===== config.mk =====
export PLATFORM = sky130hd
export DESIGN_NAME = ifetch
export DESIGN_NICKNAME = d
export VERILOG_FILES = /design/src/rtl/ifetch.sv
export SDC_FILE = /design/constraint.sdc
export NUM_CORES = 1
export LEC_CHECK = 0
export BUFFER_PORTS_ARGS = -buffer_cell sky130_fd_sc_hd__buf_4
export CAP_MARGIN = 5
export CORE_ASPECT_RATIO = 1.1
export CORE_MARGIN = 2
export CORE_UTILIZATION = 30
export DETAILED_ROUTE_END_ITERATION = 10
export GPL_TIMING_DRIVEN = 0
export SYNTH_ARGS = -nofsm -noshare
export SYNTH_HDL_FRONTEND = slang
export SYNTH_SLANG_ARGS = --single-unit

===== constraint.sdc =====
create_clock -name clk -period 12.45 [get_ports clk]
set_input_delay 2.49 -clock clk [delete_from_list [all_inputs] [get_ports clk]]
set_output_delay 2.49 -clock clk [all_outputs]
set_load 0.05 [all_outputs]

===== src/rtl/ifetch.sv =====
// Instruction fetch stage: issues sequential word fetches on a request/grant port,
// buffers in-order responses in a prefetch FIFO and supports redirect with flush.
module ifetch #(
    parameter logic [31:0] RESET_PC = 32'h0000_0000,
    parameter int          DEPTH    = 2
) (
    input  logic        clk,
    input  logic        rst,
    output logic        imem_req,
    output logic [31:0] imem_addr,
    input  logic        imem_gnt,
    input  logic        imem_rvalid,
    input  logic [31:0] imem_rdata,
    output logic [31:0] idata,
    output logic [31:0] ipc,
    output logic        ivalid,
    input  logic        iready,
    input  logic        redirect,
    input  logic [31:0] redirect_pc,
    output logic        misalign
);

    localparam int            PW      = $clog2(DEPTH);
    localparam int            CW      = PW + 1;
    localparam logic [CW-1:0] DEPTH_C = CW'(DEPTH);
    localparam logic [31:0]   NOP     = 32'h0000_0013;

    logic [31:0]   fpc_q, fpc_d;
    logic [31:0]   fifo_data_q [DEPTH];
    logic [31:0]   fifo_data_d [DEPTH];
    logic [31:0]   fifo_pc_q   [DEPTH];
    logic [31:0]   fifo_pc_d   [DEPTH];
    logic [PW-1:0] fifo_rd_q, fifo_rd_d;
    logic [PW-1:0] fifo_wr_q, fifo_wr_d;
    logic [CW-1:0] fifo_cnt_q, fifo_cnt_d;
    logic [31:0]   aq_pc_q [DEPTH];
    logic [31:0]   aq_pc_d [DEPTH];
    logic [PW-1:0] aq_rd_q, aq_rd_d;
    logic [PW-1:0] aq_wr_q, aq_wr_d;
    logic [CW-1:0] inflight_q, inflight_d;
    logic [CW-1:0] drop_q, drop_d;
    logic          misalign_q, misalign_d;
    logic [31:0]   ipc_hold_q, ipc_hold_d;

    logic          fifo_empty;
    logic          pop;
    logic          issue;
    logic          resp_keep;
    logic          resp_drop;
    logic          credit_ok;
    logic [CW:0]   credit_used;
    logic [31:0]   head_data;
    logic [31:0]   head_pc;

    // Handshakes: a fetch is issued when imem_req && imem_gnt at a rising edge;
    // an instruction is consumed when ivalid && iready at a rising edge.
    // Redirect overrides both: nothing issued, pushed or popped that cycle.
    always_comb begin
        fifo_empty = (fifo_cnt_q == '0);
        head_data  = fifo_data_q[fifo_rd_q];
        head_pc    = fifo_pc_q[fifo_rd_q];
        ivalid     = !fifo_empty;
        idata      = fifo_empty ? NOP : head_data;
        ipc        = fifo_empty ? ipc_hold_q : head_pc;
        pop        = ivalid && iready;
        // A slot freed by this cycle's pop can be reused by this cycle's issue.
        credit_used = {1'b0, inflight_q} + {1'b0, fifo_cnt_q} - (CW+1)'(pop);
        credit_ok   = credit_used < {1'b0, DEPTH_C};
        imem_req    = !rst && !redirect && credit_ok;
        imem_addr   = fpc_q;
        issue       = imem_req && imem_gnt;
        resp_keep   = imem_rvalid && (drop_q == '0);
        resp_drop   = imem_rvalid && (drop_q != '0);
        misalign    = misalign_q;
    end

    always_comb begin
        fpc_d       = fpc_q;
        fifo_data_d = fifo_data_q;
        fifo_pc_d   = fifo_pc_q;
        fifo_rd_d   = fifo_rd_q;
        fifo_wr_d   = fifo_wr_q;
        fifo_cnt_d  = fifo_cnt_q;
        aq_pc_d     = aq_pc_q;
        aq_rd_d     = aq_rd_q;
        aq_wr_d     = aq_wr_q;
        inflight_d  = inflight_q;
        drop_d      = drop_q;
        misalign_d  = redirect && (redirect_pc[1:0] != 2'b00);
        ipc_hold_d  = ivalid ? head_pc : ipc_hold_q;

        if (redirect) begin
            fpc_d      = {redirect_pc[31:2], 2'b00};
            fifo_rd_d  = '0;
            fifo_wr_d  = '0;
            fifo_cnt_d = '0;
            aq_rd_d    = '0;
            aq_wr_d    = '0;
            // Everything still outstanding becomes a response to throw away.
            inflight_d = inflight_q - CW'(imem_rvalid);
            drop_d     = inflight_q - CW'(imem_rvalid);
        end else begin
            if (issue) begin
                fpc_d            = fpc_q + 32'd4;
                aq_pc_d[aq_wr_q] = fpc_q;
                aq_wr_d          = aq_wr_q + PW'(1);
            end
            if (resp_keep) begin
                fifo_data_d[fifo_wr_q] = imem_rdata;
                fifo_pc_d[fifo_wr_q]   = aq_pc_q[aq_rd_q];
                fifo_wr_d              = fifo_wr_q + PW'(1);
                aq_rd_d                = aq_rd_q + PW'(1);
            end
            if (resp_drop) begin
                drop_d = drop_q - CW'(1);
            end
            if (pop) begin
                fifo_rd_d = fifo_rd_q + PW'(1);
            end
            inflight_d = inflight_q + CW'(issue) - CW'(imem_rvalid);
            fifo_cnt_d = fifo_cnt_q + CW'(resp_keep) - CW'(pop);
        end
    end

    always_ff @(posedge clk or posedge rst) begin
        if (rst) begin
            fpc_q       <= RESET_PC;
            fifo_data_q <= '{default: '0};
            fifo_pc_q   <= '{default: '0};
            fifo_rd_q   <= '0;
            fifo_wr_q   <= '0;
            fifo_cnt_q  <= '0;
            aq_pc_q     <= '{default: '0};
            aq_rd_q     <= '0;
            aq_wr_q     <= '0;
            inflight_q  <= '0;
            drop_q      <= '0;
            misalign_q  <= 1'b0;
            ipc_hold_q  <= RESET_PC;
        end else begin
            fpc_q       <= fpc_d;
            fifo_data_q <= fifo_data_d;
            fifo_pc_q   <= fifo_pc_d;
            fifo_rd_q   <= fifo_rd_d;
            fifo_wr_q   <= fifo_wr_d;
            fifo_cnt_q  <= fifo_cnt_d;
            aq_pc_q     <= aq_pc_d;
            aq_rd_q     <= aq_rd_d;
            aq_wr_q     <= aq_wr_d;
            inflight_q  <= inflight_d;
            drop_q      <= drop_d;
            misalign_q  <= misalign_d;
            ipc_hold_q  <= ipc_hold_d;
        end
    end

endmodule

# --- Word level (Yosys, flattened, before mapping) ---
# Cells that the tools add are included.
totals:
  ff_bits: 267
  in_bits: 70
  out_inout_bits: 99
  word_cells: 95
classes:
  add_sub_neg: 13
  order_cmp: 7
  n_mux: 32
  n_bitwise: 5
  n_reduce_logical: 22
ops:
  columns: ["cell", "count"]
  rows:
  - ["2-to-1 mux 32 bit", 15]
  - ["bitwise mux 64 bit", 3]
  - ["demux 32 bit (select 1 bit)", 2]
  - ["adder 32 x 3 -> 32 bit (second input constant)", 1]
  - ["nonzero test 2 bit", 6]
  - ["logical AND 1 bit", 9]
  - ["greater-or-equal comparator 2 bit (second input constant)", 4]
  - ["2-to-1 mux 1 bit", 8]
  - ["2-to-1 mux 2 bit", 4]
  - ["inverter 1 -> 2 bit", 4]
  - ["subtractor 2 x 1 -> 2 bit", 3]
  - ["adder 1 bit (second input constant)", 4]
  - ["adder 2 x 1 -> 2 bit", 2]
  - ["logical NOT 2 bit", 2]
  - ["< comparator 2 x 1 -> 1 bit (second input constant)", 2]
  - ["AND reduction 2 bit", 2]
  - ["adder 2 x 2 -> 3 bit", 1]
  - ["logical NOT 1 bit", 3]
  - ["< comparator 3 x 2 -> 1 bit (second input constant)", 1]
  - ["subtractor 3 x 1 -> 3 bit", 1]
  - ["subtractor 2 x 1 -> 2 bit (second input constant)", 1]
  - ["inverter 1 bit", 1]

# --- Longest topological paths before layout ---
# Gate-level depths: netlist (run 1).
depth:
  word_depth: 10
  ltp_mapped: 17
  mapped_depth_nobuf: 14

# --- Worst setup path after synthesis (run 1) ---
# OpenSTA, ideal clock, no wires.
synth_timing:
  path_type: "input -> output"
  start: "input iready"
  end: "output imem_req"
  arrival_time_ns: 3.688
  t_required_ns: 9.960
  path_slack_ns: 6.272
  stages: 5
  path_buffers: 0
  path_cell_list: "xor2_1 > nand2_1 > fa_1 > xor2_1 > and3_1"
synth_between:
  elab_chain_len: 4
synth_rtl:
  columns: ["item", "line_no", "rtl"]
  rows:
  - ["start: declaration", "17", "input logic iready,"]
  - ["logical AND 1 bit", "65", "pop = ivalid && iready;"]
  - ["subtractor 3 x 1 -> 3 bit", "67", "credit_used = {1'b0, inflight_q} + {1'b0, fifo_cnt_q} - (CW+1)'(pop);"]
  - ["< comparator 3 x 2 -> 1 bit", "68", "credit_ok = credit_used < {1'b0, DEPTH_C};"]
  - ["logical AND 1 bit", "69", "imem_req = !rst && !redirect && credit_ok;"]
  - ["end: declaration", "9", "output logic imem_req,"]
# No other way between the ends.

# --- Worst setup path in the final report (run 1) ---
# Ends and elaborated chain as after synthesis.

==> flow_summary.yaml, run 1 <==
yosys:
  yosysWarnings: 0
  synth_common_cells: "257 x dfrtp_1, 120 x mux2_2, 108 x nand2_1"
  synth_cell_types: 42
  synth_top_area_share_pct: 56.8
  yosysMostFrequentCell: "dfrtp_1"
  synthSimpleGateAreaFrac_pct: 9.86
  muxShareOfSynthArea_pct: 20.2
  synth_top_family_by_area: "multiplexers"
  synth_flop_cell: "dfrtp_1"
  synthAdderAreaFrac_pct: 1.06
  synth_cells: 992
  ys_async_sr_fraction_pct: 100
  synth_area_per_cell_um2: 11.4
  synth_edf_count: 0
  synth_seq_cells: 257
  synthXorXnorAreaFrac_pct: 1.16
  synth_area_leaders: "dfrtp_1 57%, mux2_2 12%, mux2i_1 8.2%"
  syn-cell-area_um2: 11300
  synth_top_area_cell: "dfrtp_1"
  synth_compound_area_share_pct: 7.96
  ys_seq_area_share_pct: 56.8
worst_hold_path:
  hold_path_class: "flip-flop to flip-flop"
  min_path_cells: 2
  hold_path.startpoint: "fifo_pc_q[24]"
  hold_path_end: "fifo_pc_q[24]"
placed_design:
  dp_cells: 1654
  post-place-ws_ps: 6140
  hpwl_mm: 21.9
  io_buffers: 166
  routabilityCongestion: 0.793
grt:
  grt_use_total_pct: 15.7
  grt_pass1_vias: 8505
  grt_overflow: 0
  grt_max_degree: 134
  antenna_found_initial: 1
  grt_pass1_wl_mm: 48.8
timing:
  rsz0062_at_grt: "false"
  setup_viol: 0
  setup_tns_ps: 0
  tightest_slew_ps: 938
  post-route-min-period_ps: 6340
  fin_skew_ps: 22.7
  relSlewSlack_pct: 37.5
  max_freq_mhz: 158
  period_share_pct: 50.9
  setup_ws_ps: 6110
  finalHoldViolCount: 0
  slew_violations: 0
finish:
  fillers: 3759
  multi_input_area_um2: 4560
  layout.nets: 1269
  seq_area_um2: 6430
  final_util_pct: 38.2
  final_cells: 1704
  drive_gt1_share_pct: 29.5
  area_delta_synth_final_pct: 25.6
route:
  vias: 8343
  dr.pass1.iters: 5
  wl_per_cell_um: 18.4
  avgViaCountPerCell: 4.90
  drc_errors: 0
  drt_iter0_drc: 442
  totalWireLength_mm: 31.3
  detail-route-antenna-nets: 0
flow_run:
  maxCapViolCount: 0
cts:
  cts_buffer_depth: 3
  clk_latency_ps: 550
  cts_tree: "done"
  cts_buffers: 28
  clock_sinks: 257
  htree_levels: 1
  cts_resized: 0
  root_buffer: "clkbuf_16"
  clk_pin_slew_ps: 60
  holdBufCountCts: 0
  cts_setup_buffers: 0
setup_path:
  worstPathArrival_ps: 3850
  required_ps: 9960
  path_cells: "buf_4 > xor2_1 > nand2_1 > fa_1 > xor2_1 > and3_1 > buf_4"
  r2r_start: "fifo_cnt_q[0]"
  path_max_fanout: 2
  r2r_cells: 17
  slowest_stage: "fa_1"
  worst-path-buf-inv: 2
  path_depth: 7
  r2r_setup_slack_ps: 7700
  critPathLaunchType: "input pin"
  r2r_end: "inflight_q[1]"
  endpoint_kind: "primary output"
  crit_family: "adder cells"
  setup.worst_path.class: "input pin to primary output"
  critPathMaxStageDelay_ps: 390
die:
  initial_core_util_pct: 30.4
  num_rows: 74
  die_x_um: 189
  ios: 169
  core_area_um2: 37200
  die_h_um: 208
  dieArea_um2: 39300
pwr:
  vdd_drop_max_v: 0.000116
  p_leak_nw: 6.46
  total_power_mw: 3.79
  pwr_density_cell_nw_per_um2: 266
outcome:
  outcome: "finished clean"
## worst register-to-register path: stages, from the launching register on
cell	delay, ps
dfrtp_1	420
nor2_1	130
clkbuf_1	580
inv_1	310
nand2_1	220
nor2_1	80
fa_1	410
xor2_1	190
and4_1	260
inv_1	230
clkbuf_1	490
clkbuf_1	450
ha_1	320
inv_1	60
ha_1	150
xnor2_1	110
o21ai_0	100
xnor2_1	160
## final cells by class
class	instances	share of cell area (%)
diodes	1	0.0176
plain buffers	64	1.90
clock buffers	44	6.19
clock inverters	5	0.783
inverters	18	0.528
multi-input cells	654	32.1
flip-flops and latches	257	45.2
well taps	494	4.35
repair buffers	167	8.96
## sequential cells by signal (all words and copies together) (netlist names)
signal       flops
misalign         1
drop_q           2
fifo_cnt_q       2
fifo_pc_q       60
ipc_hold_q      32
fifo_data_q     64
fifo_rd_q        1
aq_pc_q         60
inflight_q       2
fifo_wr_q        1
aq_rd_q          1
aq_wr_q          1
imem_addr       30
## power breakdown
group          switching (mW)  internal, mW
clock                   0.338         0.543
sequential              0.167          1.15
combinational            1.03         0.555
total                    1.54          2.25
## per-stage QoR
stage	hold slack, ps	area [um^2]
after floorplan	450	11300
after global placement	460	13200
after detailed placement	470	13200
after CTS	483	14200
after global routing	499	14200
final	477	14200
## how the worst max path moves through the flow
stage | start | endpoint
after floorplan | rst | aq_pc_q[10]
after CTS | iready | imem_req
after detailed placement | iready | imem_req
final | iready | imem_req
after global routing | iready | imem_req
after global placement | rst | aq_pc_q[15]
## layer usage
layer / part of all wire, % / global-route usage (%) / vias up
li1: - / - / 3852
met3: 4.9 / 2.38 / 43
met1: 45 / 21.4 / 4203
met2: 48 / 25.9 / 245
met4: 2.3 / 4.52 / 0
met5: 0 / 0 / -
## cell families (layout without fill, tap and decap cells)
group	count (synthesis)	count (layout)
muxes	213	213
xor gates and xnor gates	15	15
buffers and inverters	82	298
DFF	257	257
AOI/OAI and AO/OA	158	158
and+or+nand+nor	257	257
other	1	3
adders and majority gates	9	9
## layout by cell type, fill, tap and decap left out, types with 5 or more instances in the layout
master and count:
dfrtp_1 257, clkbuf_16 28, inv_1 17, and2_1 6, o211ai_1 11, xor2_1 8, nand4_1 13, nor2b_1 5
clkbuf_8 12, mux2i_1 93, buf_4 168, nand2_1 108, o21ai_0 84, buf_2 18, mux2_2 120, clkbuf_1 42
xnor2_1 7, nand3_1 20, o311ai_0 9, nor2_1 89, a21oi_1 38, ha_1 8, buf_1 6
Note: power is estimated with default switching activity, not from simulation.
==> run 2, diff against run 1 <==
- clock period: 12.45 -> 6.4 ns (I/O delays scaled with it)
==> flow_summary.yaml, run 2 (synthesis results as in run 1) <==
outcome:
  outcome: "finished clean"
die:
  die_x_um: 189
  die_h_um: 208
  dieArea_um2: 39300
  ios: 169
  num_rows: 74
  initial_core_util_pct: 30.4
  core_area_um2: 37200
placed_design:
  hpwl_mm: 22.6
  routabilityCongestion: 0.780
  place_area_um2: 13400
  dp_cells: 1661
  post-place-ws_ps: 1760
  io_buffers: 166
cts:
  holdBufCountCts: 0
  cts_buffers: 29
  cts_tree: "done"
  clk_latency_ps: 570
  cts_buffer_depth: 3
  cts_resized: 0
  clk_pin_slew_ps: 60
  htree_levels: 1
  clock_sinks: 257
  root_buffer: "clkbuf_16"
  cts_setup_buffers: 0
timing:
  setup_viol: 0
  post-route-min-period_ps: 4570
  rsz0062_at_grt: "false"
  relSlewSlack_pct: 41.8
  holdWs_ps: 477
  period_share_pct: 71.4
  finalHoldViolCount: 0
  setup_tns_ps: 0
  fin_skew_ps: 18.9
  slew_violations: 0
  max_freq_mhz: 219
  setup_ws_ps: 1830
  tightest_slew_ps: 874
grt:
  grt_pass1_wl_mm: 48.2
  grt_overflow: 0
  grt_use_total_pct: 15.7
  antenna_found_initial: 1
  grt_max_degree: 42
  grt_pass1_vias: 8441
finish:
  final_util_pct: 38.6
  top_regs: "fifo_data_q (64), aq_pc_q (60), fifo_pc_q (60)"
  largest_reg_flops: 64
  fin_area_um2: 14400
  final_cells: 1714
  top_register: "fifo_data_q"
  antennaDiodeCount: 0
  final_common_cell: "dfrtp_1"
  area_delta_synth_final_pct: 26.9
  layout.nets: 1277
  drive_gt1_share_pct: 30.2
  final_cell_mix: "257 x dfrtp_1, 168 x buf_4, 120 x mux2_2"
setup_path:
  path_max_fanout: 10
  setup.worst_path.class: "flip-flop to flip-flop"
  required_ps: 6850
  endpoint_kind: "flip-flop"
  worstPathArrival_ps: 5020
  critPathLaunchType: "flip-flop"
pwr:
  p_leak_nw: 6.53
  vdd_drop_max_v: 0.000257
  total_power_mw: 7.36
  pwr_density_cell_nw_per_um2: 512
route:
  drc_errors: 0
  dr.pass1.iters: 5
  wl_per_cell_um: 18.1
  totalWireLength_mm: 31.0
  detail-route-antenna-nets: 0
  vias: 8242
  avgViaCountPerCell: 4.81
  drt_iter0_drc: 435
worst_hold_path:
  hold_path_class: "flip-flop to flip-flop"
flow_run:
  maxCapViolCount: 0
-- run 2: cell count changes in the layout (fill, tap and decap cells not counted) --
| cell | delta |
|---|---|
| clkbuf_1 | -1 |
| clkinv_2 | +6 |
| inv_16 | +1 |
| clkbuf_8 | -5 |
| clkbuf_16 | +1 |
| clkinv_8 | -1 |
| clkinv_4 | +1 |
| buf_12 | +7 |
| diode_2 | -1 |
| clkinvlp_4 | +2 |
-- run 2: final cells by class --
class / count / area, um^2
plain buffers: 64 / 270
clock buffers: 39 / 833
clock inverters: 14 / 173
fillers: 3724 / 22900
inverters: 18 / 71.3
multi-input cells: 654 / 4560
flip-flops and latches: 257 / 6430
well taps: 494 / 618
repair buffers: 174 / 1410
-- run 2: power by group --
part	leakage [nW]	switching [mW]	internal, mW	total [mW]
sequential	3.30	0.326	2.23	2.56
combinational	2.73	1.99	1.08	3.08
clock	0.501	0.684	1.04	1.72
-- run 2: critical path, cell delays in order, from the launching register on --
cell      delay (ps)
dfrtp_1          400
nor2_1           130
clkbuf_1         480
inv_1            300
nand2_1          190
nor2_1            80
fa_1             410
xor2_1           180
and4_1           240
inv_1            210
clkbuf_1         470
clkbuf_1         470
ha_1             330
inv_1             60
ha_1             140
xnor2_1          100
o21ai_0          100
xnor2_1          160
-- run 2: metal layers --
layer	track usage [%]	vias up	part of all wire, %
met2	26.2	198	48
met5	0	-	0.042
met4	4.68	2	2.2
met3	2.50	49	4.6
li1	-	3886	-
met1	21.0	4107	45
-- run 2: final timing paths --
check	cells past startpoint	end	slack, ps	start
max in group asynchronous	6	ipc_hold_q[13]	4470	rst
worst min register to register	2	fifo_pc_q[3]	480	fifo_pc_q[3]
worst max register to register	17	inflight_q[1]	1830	fifo_cnt_q[0]
min in group asynchronous	2	fifo_cnt_q[0]	760	rst
worst max-delay path	17	inflight_q[1]	1830	fifo_cnt_q[0]
worst min-delay path	2	fifo_pc_q[3]	480	fifo_pc_q[3]
==> run 3, diff against run 2 <==
- ABC_AREA: default -> 1
- clock period: 6.4 -> 4.4 ns (I/O delays scaled with it)
==> flow_summary.yaml, run 3 <==
route:
  drt_iter0_drc: 563
  drc_errors: 0
  vias: 10225
  dr.pass1.iters: 5
  totalWireLength_mm: 34.2
  avgViaCountPerCell: 4.60
  wl_per_cell_um: 15.4
  detail-route-antenna-nets: 0
die:
  core_area_um2: 39200
  dieArea_um2: 41300
  die_h_um: 213
  initial_core_util_pct: 30.4
  ios: 169
  die_x_um: 194
  num_rows: 76
cts:
  cts_buffer_depth: 3
  htree_levels: 1
  clk_latency_ps: 550
  cts_tree: "done"
  clock_sinks: 257
  cts_buffers: 28
  root_buffer: "clkbuf_16"
  holdBufCountCts: 0
  clk_pin_slew_ps: 60
  cts_setup_buffers: 0
setup_path:
  worstPathArrival_ps: 3230
  critPathLaunchType: "flip-flop"
  path_max_fanout: 10
  endpoint_kind: "primary output"
  r2r_cells: 16
  required_ps: 3520
  setup.worst_path.class: "flip-flop to primary output"
finish:
  layout.nets: 1774
  top_regs: "fifo_data_q (64), aq_pc_q (60), fifo_pc_q (60)"
  final_cell_mix: "564 x nand2_1, 257 x dfrtp_1, 169 x buf_4"
  fillers: 4077
  drive_gt1_share_pct: 16.6
  area_delta_synth_final_pct: 24.9
  multi_input_area_um2: 4610
  seq_area_um2: 6430
  top_register: "fifo_data_q"
  largest_reg_flops: 64
  final_common_cell: "nand2_1"
  antennaDiodeCount: 0
  fin_area_um2: 14900
yosys:
  synth_top_area_cell: "dfrtp_1"
  synth_common_cells: "564 x nand2_1, 257 x dfrtp_1, 108 x nor2_1"
  ys_async_sr_fraction_pct: 100
  synth_flop_cell: "dfrtp_1"
  synth_area_per_cell_um2: 7.97
  ys_seq_area_share_pct: 54.1
  syn-cell-area_um2: 11900
  yosysMostFrequentCell: "nand2_1"
  synth_edf_count: 0
  synth_top_area_share_pct: 54.1
  synth_area_leaders: "dfrtp_1 54%, nand2_1 18%, o21ai_1 4.3%"
  synth_cells: 1493
  yosysWarnings: 0
  synth_seq_cells: 257
  synth_cell_types: 31
timing:
  tightest_slew_ps: 899
  slew_violations: 0
  setup_tns_ps: 0
  relSlewSlack_pct: 39.9
  fin_skew_ps: 18.6
  setup_viol: 0
  finalHoldViolCount: 0
  rsz0062_at_grt: "false"
  post-route-min-period_ps: 4110
  period_share_pct: 93.5
  max_freq_mhz: 243
grt:
  antenna_found_initial: 0
  grt_overflow: 0
  grt_max_degree: 44
  grt_use_total_pct: 16.5
  grt_pass1_wl_mm: 55.1
  grt_pass1_vias: 10362
placed_design:
  hpwl_mm: 25.8
  routabilityCongestion: 0.855
  io_buffers: 165
  place_area_um2: 13900
worst_hold_path:
  min_path_cells: 2
  hold_path_class: "flip-flop to flip-flop"
flow_run:
  maxCapViolCount: 0
pwr:
  p_leak_nw: 7.41
  vdd_drop_max_v: 0.000384
  total_power_mw: 11.0
  pwr_density_cell_nw_per_um2: 743
outcome:
  outcome: "finished clean"
run 3: critical path: stages (launching register included):
cell     delay [ps]
dfrtp_1         410
nor2_2          460
inv_2           210
nand2_1         290
inv_1           100
nor2_1          100
o21ai_0         100
fa_1            390
xor2_1          290
nand2_1          80
inv_1            60
buf_4           190
run 3: where the power goes:
group	leakage [nW]	switching (mW)	internal, mW
clock network	0.473	0.964	1.46
registers	3.26	0.624	3.36
logic	3.69	3.22	1.41
total	7.41	4.80	6.24
run 3: what timing repair did:
item | 4_1_cts | 5_1_grt
setup endpoints to repair | 1 | 0
resized for setup | 1 | 0
endpoints found under the hold margin | 0 | 0
run 3: final timing paths:
check | startpoint | to | slack [ps]
worst max-delay path | fifo_cnt_q[1] | imem_req | 290
worst min-delay path | fifo_pc_q[29] | fifo_pc_q[29] | 470
worst max register to register | fifo_cnt_q[1] | inflight_q[1] | 480
worst min register to register | fifo_pc_q[29] | fifo_pc_q[29] | 470
max in group asynchronous | rst | fifo_data_q[37] | 2660
min in group asynchronous | rst | imem_addr[10] | 530
run 3: logic make-up after synthesis:
family,Yosys count,share of synthesized area (%)
xor+xnor,5,0.368
buf+inv,188,7.23
simple gates,765,25.7
flops,257,54.1
fa+ha+maj,9,1.01
other cells,1,0.0315
compound gates,268,11.6
run 3: layout make-up:
class	count	area share [%]
clock inverters	13	1.03
repair buffers	171	9.14
flip-flops and latches	257	43.3
well taps	507	4.27
multi-input cells	1049	31.0
plain buffers	79	3.00
clock buffers	38	5.45
inverters	109	2.81
run 3: per-stage QoR:
stage / utilization, % / worst slack (ps) / cells / hold slack, ps
after floorplan: - / 134 / 1494 / 442
after global placement: 35.2 / -1470 / 2166 / 458
after detailed placement: 35.5 / 176 / 2172 / 460
after CTS: 37.9 / 238 / 2223 / 476
after global routing: 37.9 / 12.3 / 2223 / 499
final: 37.9 / 286 / 2223 / 472
run 3: metal layers:
layer	vias to the layer above	part of all wire [%]	GRT usage (%)
met5	-	0	0
met4	0	2.7	5.17
met3	53	5.2	2.15
met2	289	46	27.8
met1	4728	46	22.3
li1	5155	-	-
